[config.mk]
export PLATFORM = sky130hd
export DESIGN_NAME = hazard_ctrl_flat
export DESIGN_NICKNAME = d
export VERILOG_FILES = /design/src/rtl/hazard_ctrl_pkg.sv /design/src/rtl/hazard_ctrl_if.sv /design/src/rtl/hazard_ctrl_src_use_decode.sv /design/src/rtl/hazard_ctrl.sv /design/src/flat_wrapper.sv
export SDC_FILE = /design/constraint.sdc
export NUM_CORES = 1
export LEC_CHECK = 0
export BUFFER_PORTS_ARGS = -buffer_cell sky130_fd_sc_hd__buf_2
export CAP_MARGIN = 20
export CORE_MARGIN = 2
export CORE_UTILIZATION = 45
export CTS_CLUSTER_DIAMETER = 100
export DETAILED_ROUTE_END_ITERATION = 10
export PLACE_DENSITY = 0.75
export SLEW_MARGIN = 20
export SYNTH_ARGS = -nofsm -noshare
export SYNTH_HDL_FRONTEND = slang
export SYNTH_SLANG_ARGS = --single-unit
export TNS_END_PERCENT = 50
[constraint.sdc]
create_clock -name clk -period 2.1 [get_ports clk]
set_clock_uncertainty 0.15 [all_clocks]
set_input_delay 0.21 -clock clk [delete_from_list [all_inputs] [get_ports clk]]
set_output_delay 0.21 -clock clk [all_outputs]
set_load 0.05 [all_outputs]
[src/rtl/hazard_ctrl_pkg.sv]
// Shared definitions for the pipeline hazard controller: RV32I opcodes,
// FSM state encoding and the bundled stall/flush control word.
package hazard_ctrl_pkg;

  localparam logic [6:0] OP_R      = 7'b0110011;
  localparam logic [6:0] OP_I      = 7'b0010011;
  localparam logic [6:0] OP_LOAD   = 7'b0000011;
  localparam logic [6:0] OP_STORE  = 7'b0100011;
  localparam logic [6:0] OP_BRANCH = 7'b1100011;
  localparam logic [6:0] OP_JAL    = 7'b1101111;
  localparam logic [6:0] OP_JALR   = 7'b1100111;
  localparam logic [6:0] OP_LUI    = 7'b0110111;
  localparam logic [6:0] OP_AUIPC  = 7'b0010111;

  typedef enum logic [1:0] {
    ST_RUN      = 2'b00,
    ST_MEM_WAIT = 2'b01,
    ST_ERR      = 2'b10
  } state_t;

  // One bit per pipeline control output, kept together so the output mux
  // selects a whole action at once.
  typedef struct packed {
    logic pc_stall;
    logic if_id_stall;
    logic if_id_flush;
    logic id_ex_flush;
    logic ex_mem_stall;
    logic dec_kill;
  } ctrl_t;

  // No action.
  localparam ctrl_t CTRL_NONE   = '{default: 1'b0};
  // Whole pipe frozen behind a pending data access.
  localparam ctrl_t CTRL_FREEZE = '{pc_stall: 1'b1, if_id_stall: 1'b1, if_id_flush: 1'b0,
                                    id_ex_flush: 1'b0, ex_mem_stall: 1'b1, dec_kill: 1'b0};
  // Taken branch/jump: squash IF/ID and ID/EX contents.
  localparam ctrl_t CTRL_FLUSH  = '{pc_stall: 1'b0, if_id_stall: 1'b0, if_id_flush: 1'b1,
                                    id_ex_flush: 1'b1, ex_mem_stall: 1'b0, dec_kill: 1'b1};
  // Load-use: hold front end, insert one bubble into EX.
  localparam ctrl_t CTRL_BUBBLE = '{pc_stall: 1'b1, if_id_stall: 1'b1, if_id_flush: 1'b0,
                                    id_ex_flush: 1'b1, ex_mem_stall: 1'b0, dec_kill: 1'b1};

endpackage

[src/rtl/hazard_ctrl_if.sv]
// Pipeline-side signal bundle of the hazard controller. The pipeline (master)
// supplies stage information; the controller (slave) returns stall/flush controls.
interface hazard_ctrl_if #(
  parameter int CNT_W = 16
);
  logic [6:0]       id_opcode;
  logic [4:0]       id_rs1;
  logic [4:0]       id_rs2;
  logic             ex_load;
  logic [4:0]       ex_rd;
  logic             ex_redirect;
  logic             mem_req;
  logic             mem_ready;
  logic             pc_stall;
  logic             if_id_stall;
  logic             if_id_flush;
  logic             id_ex_flush;
  logic             ex_mem_stall;
  logic             dec_kill;
  logic             mem_err;
  logic [CNT_W-1:0] stall_cycles;

  modport master (
    output id_opcode, id_rs1, id_rs2, ex_load, ex_rd, ex_redirect, mem_req, mem_ready,
    input  pc_stall, if_id_stall, if_id_flush, id_ex_flush, ex_mem_stall, dec_kill,
           mem_err, stall_cycles
  );

  modport slave (
    input  id_opcode, id_rs1, id_rs2, ex_load, ex_rd, ex_redirect, mem_req, mem_ready,
    output pc_stall, if_id_stall, if_id_flush, id_ex_flush, ex_mem_stall, dec_kill,
           mem_err, stall_cycles
  );
endinterface

[src/rtl/hazard_ctrl_src_use_decode.sv]
// Decodes which register sources the ID-stage instruction actually reads, so
// that immediate fields aliasing rs1/rs2 never raise a false load-use hazard.
module src_use_decode
  import hazard_ctrl_pkg::*;
(
  input  logic [6:0] opcode,
  output logic       use_rs1,
  output logic       use_rs2
);

  // Opcode class to source-usage lookup; LUI/AUIPC/JAL and unknown read nothing.
  always_comb begin
    use_rs1 = 1'b0;
    use_rs2 = 1'b0;
    case (opcode)
      OP_R, OP_STORE, OP_BRANCH: begin
        use_rs1 = 1'b1;
        use_rs2 = 1'b1;
      end
      OP_I, OP_LOAD, OP_JALR: use_rs1 = 1'b1;
      default: ;
    endcase
  end

endmodule

[src/rtl/hazard_ctrl.sv]
// Pipeline sequencing controller for the 5-stage RV32I core: load-use bubbles,
// redirect flushes, MEM-stage freeze with timeout, and a stall-cycle counter.
module hazard_ctrl
  import hazard_ctrl_pkg::*;
#(
  parameter int MAX_WAIT = 16,
  parameter int CNT_W    = 16
) (
  input  logic         clk,
  input  logic         rst,
  hazard_ctrl_if.slave bus
);

  localparam int WAIT_W = $clog2(MAX_WAIT) + 1;
  localparam logic [WAIT_W-1:0] WAIT_LAST = WAIT_W'(MAX_WAIT - 1);

  state_t           state;
  state_t           state_nxt;
  logic [WAIT_W-1:0] wait_cnt;
  logic [WAIT_W-1:0] wait_nxt;
  logic [CNT_W-1:0] stall_cnt;
  logic             mem_err;
  logic             use_rs1;
  logic             use_rs2;
  logic             load_use;
  ctrl_t            ctrl;

  src_use_decode u_src_use_decode (
    .opcode  (bus.id_opcode),
    .use_rs1 (use_rs1),
    .use_rs2 (use_rs2)
  );

  assign load_use = bus.ex_load && (bus.ex_rd != 5'd0) &&
                    ((use_rs1 && (bus.id_rs1 == bus.ex_rd)) ||
                     (use_rs2 && (bus.id_rs2 == bus.ex_rd)));

  // Next-state and Mealy control outputs; priority is freeze > flush > bubble.
  always_comb begin
    state_nxt = state;
    wait_nxt  = wait_cnt;
    ctrl      = CTRL_NONE;
    case (state)
      ST_RUN: begin
        if (bus.mem_req && !bus.mem_ready) begin
          ctrl      = CTRL_FREEZE;
          wait_nxt  = WAIT_W'(1);
          state_nxt = ST_MEM_WAIT;
        end else if (bus.ex_redirect) begin
          // A redirect squashes the hazard instruction too, so no bubble is needed.
          ctrl = CTRL_FLUSH;
        end else if (load_use) begin
          ctrl = CTRL_BUBBLE;
        end
      end
      ST_MEM_WAIT: begin
        // Redirect and load-use are re-evaluated once the freeze releases.
        ctrl = CTRL_FREEZE;
        if (bus.mem_ready) begin
          state_nxt = ST_RUN;
          wait_nxt  = '0;
        end else if (wait_cnt == WAIT_LAST) begin
          state_nxt = ST_ERR;
        end else begin
          wait_nxt = wait_cnt + WAIT_W'(1);
        end
      end
      ST_ERR: ctrl = CTRL_FREEZE;
      default: state_nxt = ST_RUN;
    endcase
    if (rst) begin
      ctrl = CTRL_NONE;
    end
  end

  // FSM state and wait-cycle counter registers.
  always_ff @(posedge clk) begin
    if (rst) begin
      state    <= ST_RUN;
      wait_cnt <= '0;
    end else begin
      state    <= state_nxt;
      wait_cnt <= wait_nxt;
    end
  end

  // Sticky timeout flag and saturating count of PC-stall cycles.
  always_ff @(posedge clk) begin
    if (rst) begin
      mem_err   <= 1'b0;
      stall_cnt <= '0;
    end else begin
      if (state_nxt == ST_ERR) begin
        mem_err <= 1'b1;
      end
      if (ctrl.pc_stall && (stall_cnt != {CNT_W{1'b1}})) begin
        stall_cnt <= stall_cnt + CNT_W'(1);
      end
    end
  end

  assign bus.pc_stall     = ctrl.pc_stall;
  assign bus.if_id_stall  = ctrl.if_id_stall;
  assign bus.if_id_flush  = ctrl.if_id_flush;
  assign bus.id_ex_flush  = ctrl.id_ex_flush;
  assign bus.ex_mem_stall = ctrl.ex_mem_stall;
  assign bus.dec_kill     = ctrl.dec_kill;
  assign bus.mem_err      = mem_err;
  assign bus.stall_cycles = stall_cnt;

endmodule

[src/flat_wrapper.sv]
// flat-port wrapper written by rule: the top's interface ports become plain ports
module hazard_ctrl_flat import hazard_ctrl_pkg::*;
#(
  parameter int MAX_WAIT = 16,
  parameter int CNT_W    = 16
)
  (clk, rst, bus_id_opcode, bus_id_rs1, bus_id_rs2, bus_ex_load, bus_ex_rd, bus_ex_redirect, bus_mem_req, bus_mem_ready, bus_pc_stall, bus_if_id_stall, bus_if_id_flush, bus_id_ex_flush, bus_ex_mem_stall, bus_dec_kill, bus_mem_err, bus_stall_cycles);
  hazard_ctrl_if #(.CNT_W(CNT_W)) bus_i ();
  input  logic clk;
  input  logic rst;
  input wire logic [$bits(bus_i.id_opcode)-1:0] bus_id_opcode;
  input wire logic [$bits(bus_i.id_rs1)-1:0] bus_id_rs1;
  input wire logic [$bits(bus_i.id_rs2)-1:0] bus_id_rs2;
  input wire logic [$bits(bus_i.ex_load)-1:0] bus_ex_load;
  input wire logic [$bits(bus_i.ex_rd)-1:0] bus_ex_rd;
  input wire logic [$bits(bus_i.ex_redirect)-1:0] bus_ex_redirect;
  input wire logic [$bits(bus_i.mem_req)-1:0] bus_mem_req;
  input wire logic [$bits(bus_i.mem_ready)-1:0] bus_mem_ready;
  output wire logic [$bits(bus_i.pc_stall)-1:0] bus_pc_stall;
  output wire logic [$bits(bus_i.if_id_stall)-1:0] bus_if_id_stall;
  output wire logic [$bits(bus_i.if_id_flush)-1:0] bus_if_id_flush;
  output wire logic [$bits(bus_i.id_ex_flush)-1:0] bus_id_ex_flush;
  output wire logic [$bits(bus_i.ex_mem_stall)-1:0] bus_ex_mem_stall;
  output wire logic [$bits(bus_i.dec_kill)-1:0] bus_dec_kill;
  output wire logic [$bits(bus_i.mem_err)-1:0] bus_mem_err;
  output wire logic [$bits(bus_i.stall_cycles)-1:0] bus_stall_cycles;
  assign bus_i.id_opcode = bus_id_opcode;
  assign bus_i.id_rs1 = bus_id_rs1;
  assign bus_i.id_rs2 = bus_id_rs2;
  assign bus_i.ex_load = bus_ex_load;
  assign bus_i.ex_rd = bus_ex_rd;
  assign bus_i.ex_redirect = bus_ex_redirect;
  assign bus_i.mem_req = bus_mem_req;
  assign bus_i.mem_ready = bus_mem_ready;
  assign bus_pc_stall = bus_i.pc_stall;
  assign bus_if_id_stall = bus_i.if_id_stall;
  assign bus_if_id_flush = bus_i.if_id_flush;
  assign bus_id_ex_flush = bus_i.id_ex_flush;
  assign bus_ex_mem_stall = bus_i.ex_mem_stall;
  assign bus_dec_kill = bus_i.dec_kill;
  assign bus_mem_err = bus_i.mem_err;
  assign bus_stall_cycles = bus_i.stall_cycles;
  hazard_ctrl #(.MAX_WAIT(MAX_WAIT), .CNT_W(CNT_W)) u_core (.clk(clk), .rst(rst), .bus(bus_i));
endmodule
==> results.yml <==
status:
  outcome: "finished with violations"
  violations: "negative setup slack"
timing:
  slew-limit-headroom_pct: 74.8
  hold_viol: 0
  max_freq_ghz: 0.457
  rsz0062_at_grt: "yes"
  worst_slew_pin_slew_ps: 372
  setup_viol: 12
  period_share_pct: 104
  fin_crit_ps: 2190
  report.final.slew_viol_count: 0
  setup_slack_ps: -86.9
  setup_tns_ps: -754
floorplan:
  io_pins: 51
  initial_utilization_pct: 46.1
  dieWidth_um: 62.0
  die_h_um: 62.0
  rows: 21
  coreArea_mm2: 0.00328
  die-area_mm2: 0.00384
cts:
  htree_levels: 1
  clock-sinks: 24
  cts_buffer_depth: 2
  cts_tree: "done"
  numCtsBuffers: 3
  clkLatencyLatePin_ps: 310
  holdBufCountCts: 0
  clk_pin_slew_ps: 130
  cts-root-buf: "clkbuf_4"
worst_setup_path:
  cp.required_ps: 2200
  critPathMaxFanout: 12
  worstSetupPathType: "reg2reg"
  arrival_ps: 2290
  cp-end-kind: "flop"
  cp-start-kind: "flop"
route:
  via_per_inst: 5.59
  antenna_left: 0
  drc: 0
  wire_per_inst_um: 14.4
  routed_wirelength_mm: 4.33
  first_pass_iters: 4
  drt_iter0_drc: 141
  num_vias: 1689
synthesis:
  syn_area_mm2: 0.00151
  synth-seq-cells: 24
  synth_fp_nets: 220
  syn_inst: 185
  synthDistinctLibCells: 41
  yosys-top-cells-area: "dfxtp_1 32%, ha_1 5.8%, xnor2_1 5.8%, nor2_1 4.0%, a21oi_1 3.6%"
  yosysWarnings: 0
  synth_top_area_share_pct: 31.8
  synth.most_common_cell: "dfxtp_1"
  synth_common_cells: "24 x dfxtp_1, 16 x nor2_1, 12 x nand2_1"
  yosysSeqAreaShare_pct: 31.8
  synth_edf_count: 0
  synth.avg_cell_area_um2: 8.18
  synthArstFlopShare_pct: 0
  ys.flop_type: "dfxtp_1"
  yosys.area.top_type: "dfxtp_1"
placed_design:
  place_hpwl_mm: 2.91
  dp_slack_ps: -204
  gp_congestion: 0.776
  place_area_mm2: 0.00198
  port_buffers: 50
grt:
  grt-ovfl-total: 0
  grt_pass1_wl_mm: 6.80
  grt_pass1_vias: 1551
  antenna_found_initial: 0
  track_usage_pct: 23.7
  grt_max_degree: 18
power:
  vdd_drop_max_v: 0.000328
  p_per_area_mw_per_mm2: 423
  p_leak_nw: 0.914
final_layout:
  diodes: 0
  fin_nets: 293
  nFillCells: 271
  multi_input_area_mm2: 0.00105
  areaGrowthSynthToFinish_pct: 46.3
  layout-drive-gt1-share_pct: 46.5
  register_area_um2: 502
  stdcell_area_mm2: 0.00221
job:
  maxCapViolations: 0
min_path:
  hp-class: "in2reg"
[registers in the layout, indices dropped and copies added, names as in the netlist]
name                     flops
u_core.wait_cnt              5
u_core.bus.stall_cycles     16
u_core.bus.mem_err           1
u_core.state                 2
[report_power, final]
part	total (mW)	internal, mW	leakage [nW]	switching [mW]
registers	0.465	0.460	0.201	0.00532
logic	0.266	0.125	0.700	0.141
clock network	0.205	0.0671	0.0138	0.138
total	0.936	0.652	0.914	0.284
[layout make-up]
| class | count | area share [%] |
|---|---|---|
| sequential | 24 | 22.7 |
| multi-input combinational | 139 | 47.3 |
| tap | 46 | 2.60 |
| clock buffer | 3 | 1.02 |
| inverter | 12 | 2.20 |
| timing repair buffer | 78 | 24.2 |
[placed cells by master, fill, tap and decap left out, types with 5 or more instances in the layout]
master | netlist | routed
nor4_1 | 6 | 5
nor2_1 | 16 | 13
o21ai_0 | 8 | 5
nand2_1 | 12 | 11
xnor2_1 | 10 | 10
buf_2 | 2 | 45
a21oi_1 | 11 | 7
o41ai_1 | 5 | 5
inv_1 | 11 | 8
dfxtp_1 | 24 | 11
nand3_1 | 11 | 10
dfxtp_2 | 0 | 11
ha_1 | 7 | 5
buf_4 | 2 | 25
nand4_1 | 5 | 5
[cells by family (layout without fill, tap and decap cells)]
logic type	count (synthesis)	count (layout)	share of synthesized area [%]
AND/OR/NAND/NOR	70	70	25.1
AO/OA/AOI/OAI	47	47	21.8
flip-flops	24	24	31.8
buffers and inverters	22	93	6.62
XOR/XNOR	12	12	6.95
adder cells (fa/ha/maj)	7	7	5.79
multiplexers	3	3	2.07
[final timing paths]
path / start / to / slack [ps] / depth (start not counted)
max: u_core.state[0]$_SDFF_PP0_ / u_core.bus.stall_cycles[7]$_SDFFE_PP0P_ / -90 / 8
min: bus_mem_ready / u_core.wait_cnt[1]$_SDFFE_PP0P_ / 160 / 4
max reg2reg: u_core.state[0]$_SDFF_PP0_ / u_core.bus.stall_cycles[7]$_SDFFE_PP0P_ / -90 / 8
min reg2reg: u_core.bus.stall_cycles[8]$_SDFFE_PP0P_ / u_core.bus.stall_cycles[8]$_SDFFE_PP0P_ / 340 / 1
[worst max-delay path: stages (launching register included)]
cell and delay (ps):
dfxtp_2 350, ha_2 190, nor2_2 90, nand3b_1 80, o31a_1 310, buf_6 150, buf_16 130, or4_4 510
a21oi_2 140
[what timing repair did]
action                                  CTS  global route
pin swaps                                10             6
resized for setup                        26            17
buffers inserted                          5             2
endpoints found under the setup margin   12            18
cloned                                    1             0
[routing by layer]
metal	share of wire, %	GRT usage, %	vias to the layer above
met4	0.53	5.47	0
li1	-	-	834
met2	53	43.6	41
met1	43	27.9	812
met3	3.9	4.76	2
met5	0	0	-
[per-stage QoR]
step	utilization (%)	total power [mW]	std cells	hold WS, ps
floorplan	-	0.605	185	277
finish	67.4	0.936	302	162
CTS	65.2	0.926	300	111
global route	67.4	0.987	302	160
detailed placement	60.3	0.682	291	316
global placement	60.3	0.679	291	310
Note: power is estimated with default switching activity, not from simulation.
